File: config.mk
export PLATFORM = sky130hd
export DESIGN_NAME = load_store_unit
export DESIGN_NICKNAME = d
export VERILOG_FILES = /design/src/rtl/load_store_unit_pkg.sv /design/src/rtl/load_store_unit_align.sv /design/src/rtl/load_store_unit.sv
export SDC_FILE = /design/constraint.sdc
export NUM_CORES = 1
export LEC_CHECK = 0
export ABC_AREA = 1
export BUFFER_PORTS_ARGS = -buffer_cell sky130_fd_sc_hd__buf_2
export CORE_UTILIZATION = 56
export DETAILED_ROUTE_END_ITERATION = 10
export PLACE_DENSITY = 0.94
export SLEW_MARGIN = 15
export SYNTH_ARGS = -nofsm -noshare
export SYNTH_HDL_FRONTEND = slang
export SYNTH_HIERARCHICAL = 1
export SYNTH_SLANG_ARGS = --single-unit
File: constraint.sdc
create_clock -name i_clock -period 6.5 [get_ports i_clock]
set_input_delay 0.65 -clock i_clock [delete_from_list [all_inputs] [get_ports i_clock]]
set_output_delay 0.65 -clock i_clock [all_outputs]
set_load 0.01 [all_outputs]
File: src/rtl/load_store_unit_pkg.sv
// load_store_unit_pkg: access-size encodings, LSU FSM states and the store merge helper.
package load_store_unit_pkg;

    localparam logic [1:0] SIZE_BYTE = 2'b00;
    localparam logic [1:0] SIZE_HALF = 2'b01;
    localparam logic [1:0] SIZE_WORD = 2'b10;

    typedef enum logic [1:0] {
        ST_IDLE   = 2'b00,
        ST_RMW_RD = 2'b01,
        ST_RMW_WR = 2'b10
    } lsu_state_t;

    // Replace the addressed byte or half lane of a memory word with store data.
    function automatic logic [31:0] merge_word(input logic [31:0] word, input logic [15:0] data,
                                               input logic [1:0] lane, input logic half);
        merge_word = word;
        if (half)
            merge_word[{lane[1], 4'b0000} +: 16] = data;
        else
            merge_word[{lane, 3'b000} +: 8] = data[7:0];
    endfunction

endpackage

File: src/rtl/load_store_unit_align.sv
// lsu_load_align: little-endian lane extract of a memory word with sign/zero extension.
module lsu_load_align
    import load_store_unit_pkg::*;
(
    input  logic [31:0] i_word,
    input  logic [1:0]  i_lane,
    input  logic [1:0]  i_size,
    input  logic        i_unsigned,
    output logic [31:0] o_data
);

    logic [7:0]  w_byte;
    logic [15:0] w_half;

    assign w_byte = i_word[{i_lane, 3'b000} +: 8];
    assign w_half = i_lane[1] ? i_word[31:16] : i_word[15:0];

    always_comb
        o_data = (i_size == SIZE_BYTE) ? {{24{w_byte[7] & ~i_unsigned}}, w_byte} :
                 (i_size == SIZE_HALF) ? {{16{w_half[15] & ~i_unsigned}}, w_half} : i_word;

endmodule

File: src/rtl/load_store_unit.sv
// load_store_unit: byte/half/word loads and stores onto a word memory; sub-word stores use a read-modify-write.
// Optional ALIGN_CHECK_EN: flag and suppress misaligned half/word accesses.
module load_store_unit
    import load_store_unit_pkg::*;
#(
    parameter int DM_IDX_W = 17
) (
    input  logic        i_clock,
    input  logic        i_reset,
    input  logic        i_mem_req,
    input  logic        i_mem_we,
    input  logic [1:0]  i_mem_size,
    input  logic        i_mem_unsigned,
    input  logic [31:0] i_addr,
    input  logic [31:0] i_wdata,
    output logic [31:0] o_rdata,
    output logic        o_stall,
    output logic [31:0] o_dm_addr,
    output logic        o_dm_we,
    output logic [31:0] o_dm_wdata,
    input  logic [31:0] i_dm_rdata,
    output logic        o_align_err
);

    lsu_state_t            r_state;
    lsu_state_t            w_next;
    logic [DM_IDX_W+1:0]   r_addr;
    logic [DM_IDX_W+1:0]   w_addr;
    logic [15:0]           r_wdata;
    logic                  r_half;
    logic [31:0]           r_merge;
    logic [31:0]           w_merged;
    logic [31:0]           w_load;
    logic                  w_idle;
    logic                  w_err;
    logic                  w_act;
    logic                  w_sub;
    logic                  w_unused;

    assign w_idle = r_state == ST_IDLE;

`ifdef ALIGN_CHECK_EN
    assign w_err = w_idle & i_mem_req & ~i_reset &
                   (i_mem_size[1] ? (i_addr[1:0] != 2'b00) : ((i_mem_size == SIZE_HALF) & i_addr[0]));
`else
    assign w_err = 1'b0;
`endif

    // Reset gates the Mealy outputs so nothing is requested while reset is held.
    assign o_align_err = w_err;
    assign w_act       = w_idle & i_mem_req & ~w_err & ~i_reset;
    assign w_sub       = w_act & i_mem_we & ~i_mem_size[1];
    assign w_addr      = w_idle ? i_addr[DM_IDX_W+1:0] : r_addr;
    assign o_dm_addr   = {{(32-DM_IDX_W){1'b0}}, w_addr[DM_IDX_W+1:2]};
    assign w_merged    = merge_word(i_dm_rdata, r_wdata, r_addr[1:0], r_half);
    assign w_unused    = ^i_addr[31:DM_IDX_W+2];

    lsu_load_align u_align (
        .i_word     (i_dm_rdata),
        .i_lane     (i_addr[1:0]),
        .i_size     (i_mem_size),
        .i_unsigned (i_mem_unsigned),
        .o_data     (w_load)
    );

    always_ff @(posedge i_clock or posedge i_reset) begin
        if (i_reset)
            r_state <= ST_IDLE;
        else
            r_state <= w_next;
    end

    always_ff @(posedge i_clock or posedge i_reset) begin
        if (i_reset) begin
            r_addr  <= '0;
            r_wdata <= '0;
            r_half  <= 1'b0;
            r_merge <= '0;
        end else begin
            if (w_sub) begin
                r_addr  <= i_addr[DM_IDX_W+1:0];
                r_wdata <= i_wdata[15:0];
                r_half  <= i_mem_size == SIZE_HALF;
            end
            if (r_state == ST_RMW_RD)
                r_merge <= w_merged;
        end
    end

    always_comb begin
        w_next     = r_state;
        o_stall    = 1'b0;
        o_dm_we    = 1'b0;
        o_dm_wdata = '0;
        o_rdata    = '0;
        case (r_state)
            ST_IDLE: begin
                o_rdata    = (w_act & ~i_mem_we) ? w_load : '0;
                o_dm_we    = w_act & i_mem_we & i_mem_size[1];
                o_dm_wdata = (w_act & i_mem_we & i_mem_size[1]) ? i_wdata : '0;
                o_stall    = w_sub;
                w_next     = w_sub ? ST_RMW_RD : ST_IDLE;
            end
            ST_RMW_RD: begin
                o_stall = 1'b1;
                w_next  = ST_RMW_WR;
            end
            ST_RMW_WR: begin
                o_dm_we    = 1'b1;
                o_dm_wdata = r_merge;
                w_next     = ST_IDLE;
            end
            default: w_next = ST_IDLE;
        endcase
    end

endmodule

==> summary.md <==
| Metric | Value |
|---|---|
| Crit. path cell count | `7` |
| Post-CTS Hold Buffers | `0` |
| Finished layout cell area | `6944 µm²` |
| Beginning of the critical path | `i_reset` |
| Worst-path cell chain | `buf_2, inv_2, nand2_1, nor2_4, nand3_2, o21ai_0, buf_2` |
| Startpoint types | `input pin` |
| Initial DRT Pass Iterations | `5` |
| Area Overhead vs Synth | `15.12%` |
| Die Y | `105.8 µm` |
| Fmax achieved | `278.9 MHz` |
| VDD IR max | `0.0001570 V` |
| Clk network pwr share | `25.8%` |
| Power Dens Cells | `222.3 nW/µm²` |
| # diodes | `0` |
| Kind of critical path | `in2out` |
| Psw | `603.1 µW` |
| Combinational power share | `34.2%` |
| Total vias in the final route | `6823` |
| Mapped Cells | `1046` |
| CP required | `5.85 ns` |
| Max Slew Vio Count | `0` |
| CP top delay family | `simple AND/OR/NAND/NOR gates` |
| RePlAce Congestion | `0.9619` |
| Tightest Hold Check Type | `in2async` |
| Cell Area, Synth | `6032 µm²` |
| Critical Path AT | `2.93 ns` |
| Post CTS Setup Buffer Count | `0` |
| Slowest-stage cell, CP | `inv_2` |
| Worst setup EP type | `primary output` |
| Clock Path Buffers | `2` |
| Final Non-Filler Cells | `1318` |
| Nets | `1286` |
| Max stage delay on crit path | `0.58 ns` |
| Drc violations | `0` |
| YS warnings | `6` |
| Layout cells sized above 1 | `18.53%` |
| Maxcap violations | `0` |
| R2r endpoint | `r_merge[1]` |
| Post-synth top area cell | `dfrtp_1` |
| Clock Pin Slew Worst Setup and Hold Paths | `0.08 ns` |
| Area contributors post-synth | `dfrtp_1 (29%), nand2_1 (26%), inv_1 (9.9%)` |
| Share of the yosys chip area belonging to registers | `29.04%` |
| Setup TNS | `0 ns` |
| Worst-skew pair later-pin latency | `0.35 ns` |
| Mean Syn Cell Area | `5.767 µm²` |
| Post-synthesis async set-or-reset flop share | `100.0%` |
| Ys flop type | `dfrtp_1` |
| Largest net degree at the start of global routing | `44` |
| Most common cell in the netlist | `nand2_1` |
| Sw frac | `39.06%` |
| Drt via density | `5.177` |
| DP Wirelength | `12750 µm` |
| Post-Route WL | `17330 µm` |
| I/O pins | `202` |
| Root buf cell | `clkbuf_8` |
| Outcome | `complete, no violations` |
| CTS tree | `yes` |
| Post-cts repair resize count | `0` |
| Final setup violation count | `0` |
| Die X | `105.8 µm` |
| Std-Cell Core Area | `10370 µm²` |
| ANT nets after route | `0` |
| Detailed Route Iter0 Violations | `671` |
| Total power | `1544 µW` |
| Fill count | `996` |
| Drt wl/cell | `13.15 µm` |
| Reg2reg path depth | `9` |
| Most frequent CP cell | `buf_2` |
| Sequential Power Share | `39.9%` |
| Placed cell areas | `6724 µm²` |
| Post-synth EDFFs | `0` |
| Int Power | `940.8 µW` |
| Vias in the first global route | `6101` |
| Final hold violations | `0` |
| # rows | `37` |
| RSZ-0062 raised after global routing | `false` |
| Grt total ovfl | `0` |
| Final Critical Period | `3.585 ns` |
| RR Startpoint | `r_addr[1]` |
| Global Route Usage Sum | `31.64%` |
| Num CTS Buffers | `9` |
| PortBufs | `172` |
| Initial Util | `58.17%` |
| Initial antenna violation count | `0` |
| Worst slew margin | `23.28%` |
| Final period utilization | `55.15%` |
| R2r setup slk | `4.18 ns` |
| H-Tree Depth | `3` |
| Worst Tran Pin Value | `1.150 ns` |
| Synth unique cells | `27` |
| Seq cells post-synth | `70` |
| WP buf/inv | `3` |
| Worst Path Max Fanout | `38` |
| Worst setup path end | `o_dm_wdata[19]` |
| Clk sinks | `70` |
| Post-Place Cells | `1303` |
| Layout Skew | `0.007483 ns` |
| First-pass GRT wire length | `28480 µm` |
| Top-area cell type share of the netlist area | `29.04%` |
| Synth cell count leaders | `nand2_1 (414), inv_1 (159), nor2_1 (82)` |
| Static Leak | `0.004300 µW` |
| Die Footprint | `11190 µm²` |
## power groups by stage
stage | Clock, µW | Sequential [µW] | Combinational, µW
final | 399 | 616 | 529
after global routing | 419 | 625 | 604
after CTS | 401 | 612 | 526
after detailed placement | 0 | 620 | 522
after global placement | 0 | 616 | 508
after floorplan | 0 | 589 | 404
## per-layer routing
layer  GRT usage (%)  wire [µm]  up-vias
li1                -          -     3387
met1           41.32       7151     3007
met2           49.77       7717      370
met3           6.494       1685       59
met4           15.67        781        0
met5               0          0        -
## kinds of logic (layout without fill, tap and decap cells)
| group | after synthesis | in the layout | synth area share [%] |
|---|---|---|---|
| compound gates | 163 | 163 | 13.90 |
| flops | 70 | 70 | 29.04 |
| simple gates | 568 | 568 | 38.29 |
| other cells | 1 | 16 | 0.06217 |
| fa+ha+maj | 5 | 5 | 1.037 |
| buf+inv | 239 | 360 | 17.67 |
## registers in the layout, summed over array words and instances (netlist names)
signal   cells
r_addr      19
r_wdata     16
r_state      2
r_merge     32
r_half       1
## through the flow
step           worst slack [ns]  hold slack [ns]  util, %
3_5_place_dp              2.867           0.4708    64.84
4_1_cts                   2.867           0.4675    66.96
2_1_floorplan             2.669           0.4492        -
6_report                  2.915           0.4491    66.96
5_1_grt                   2.681           0.5074    66.96
3_3_place_gp              2.862           0.4620    64.84
## cell type report
| cell class | count | area, µm² | area share, % |
|---|---|---|---|
| Multi-Input combinational cell | 752 | 3273 | 47.14 |
| Sequential cell | 70 | 1752 | 25.23 |
| Timing Repair Buffer | 177 | 898.4 | 12.94 |
| Inverter | 168 | 630.6 | 9.081 |
| Clock inverter | 5 | 82.58 | 1.189 |
| Tap cell | 136 | 170.2 | 2.450 |
| Clock buffer | 10 | 137.6 | 1.982 |
## layout by cell type, fill, tap and decap left out, types with 2 or more instances in the layout
master and count:
nand2_4 2, bufinv_16 2, conb_1 16, nand2_2 4, nor2_4 2, inv_2 10
nor2_1 81, inv_1 158, buf_4 5, o21ai_0 60, clkbuf_8 10, ha_1 5
nand3_2 2, a21oi_1 73, dfrtp_1 70, o21bai_1 8, o21ai_1 21, nor2_2 4
nand3_1 56, buf_2 172, nand2_1 414
## how the worst min path moves through the flow
stage,startpoint,endpoint,slack (ns)
2_1_floorplan,r_addr[18],r_addr[18],0.45
3_3_place_gp,r_addr[4],r_addr[4],0.46
3_5_place_dp,r_addr[18],r_addr[18],0.47
4_1_cts,i_reset,r_wdata[3],0.47
5_1_grt,i_reset,r_merge[3],0.51
6_report,i_reset,r_wdata[3],0.45
Note: power is estimated with default switching activity, not from simulation.
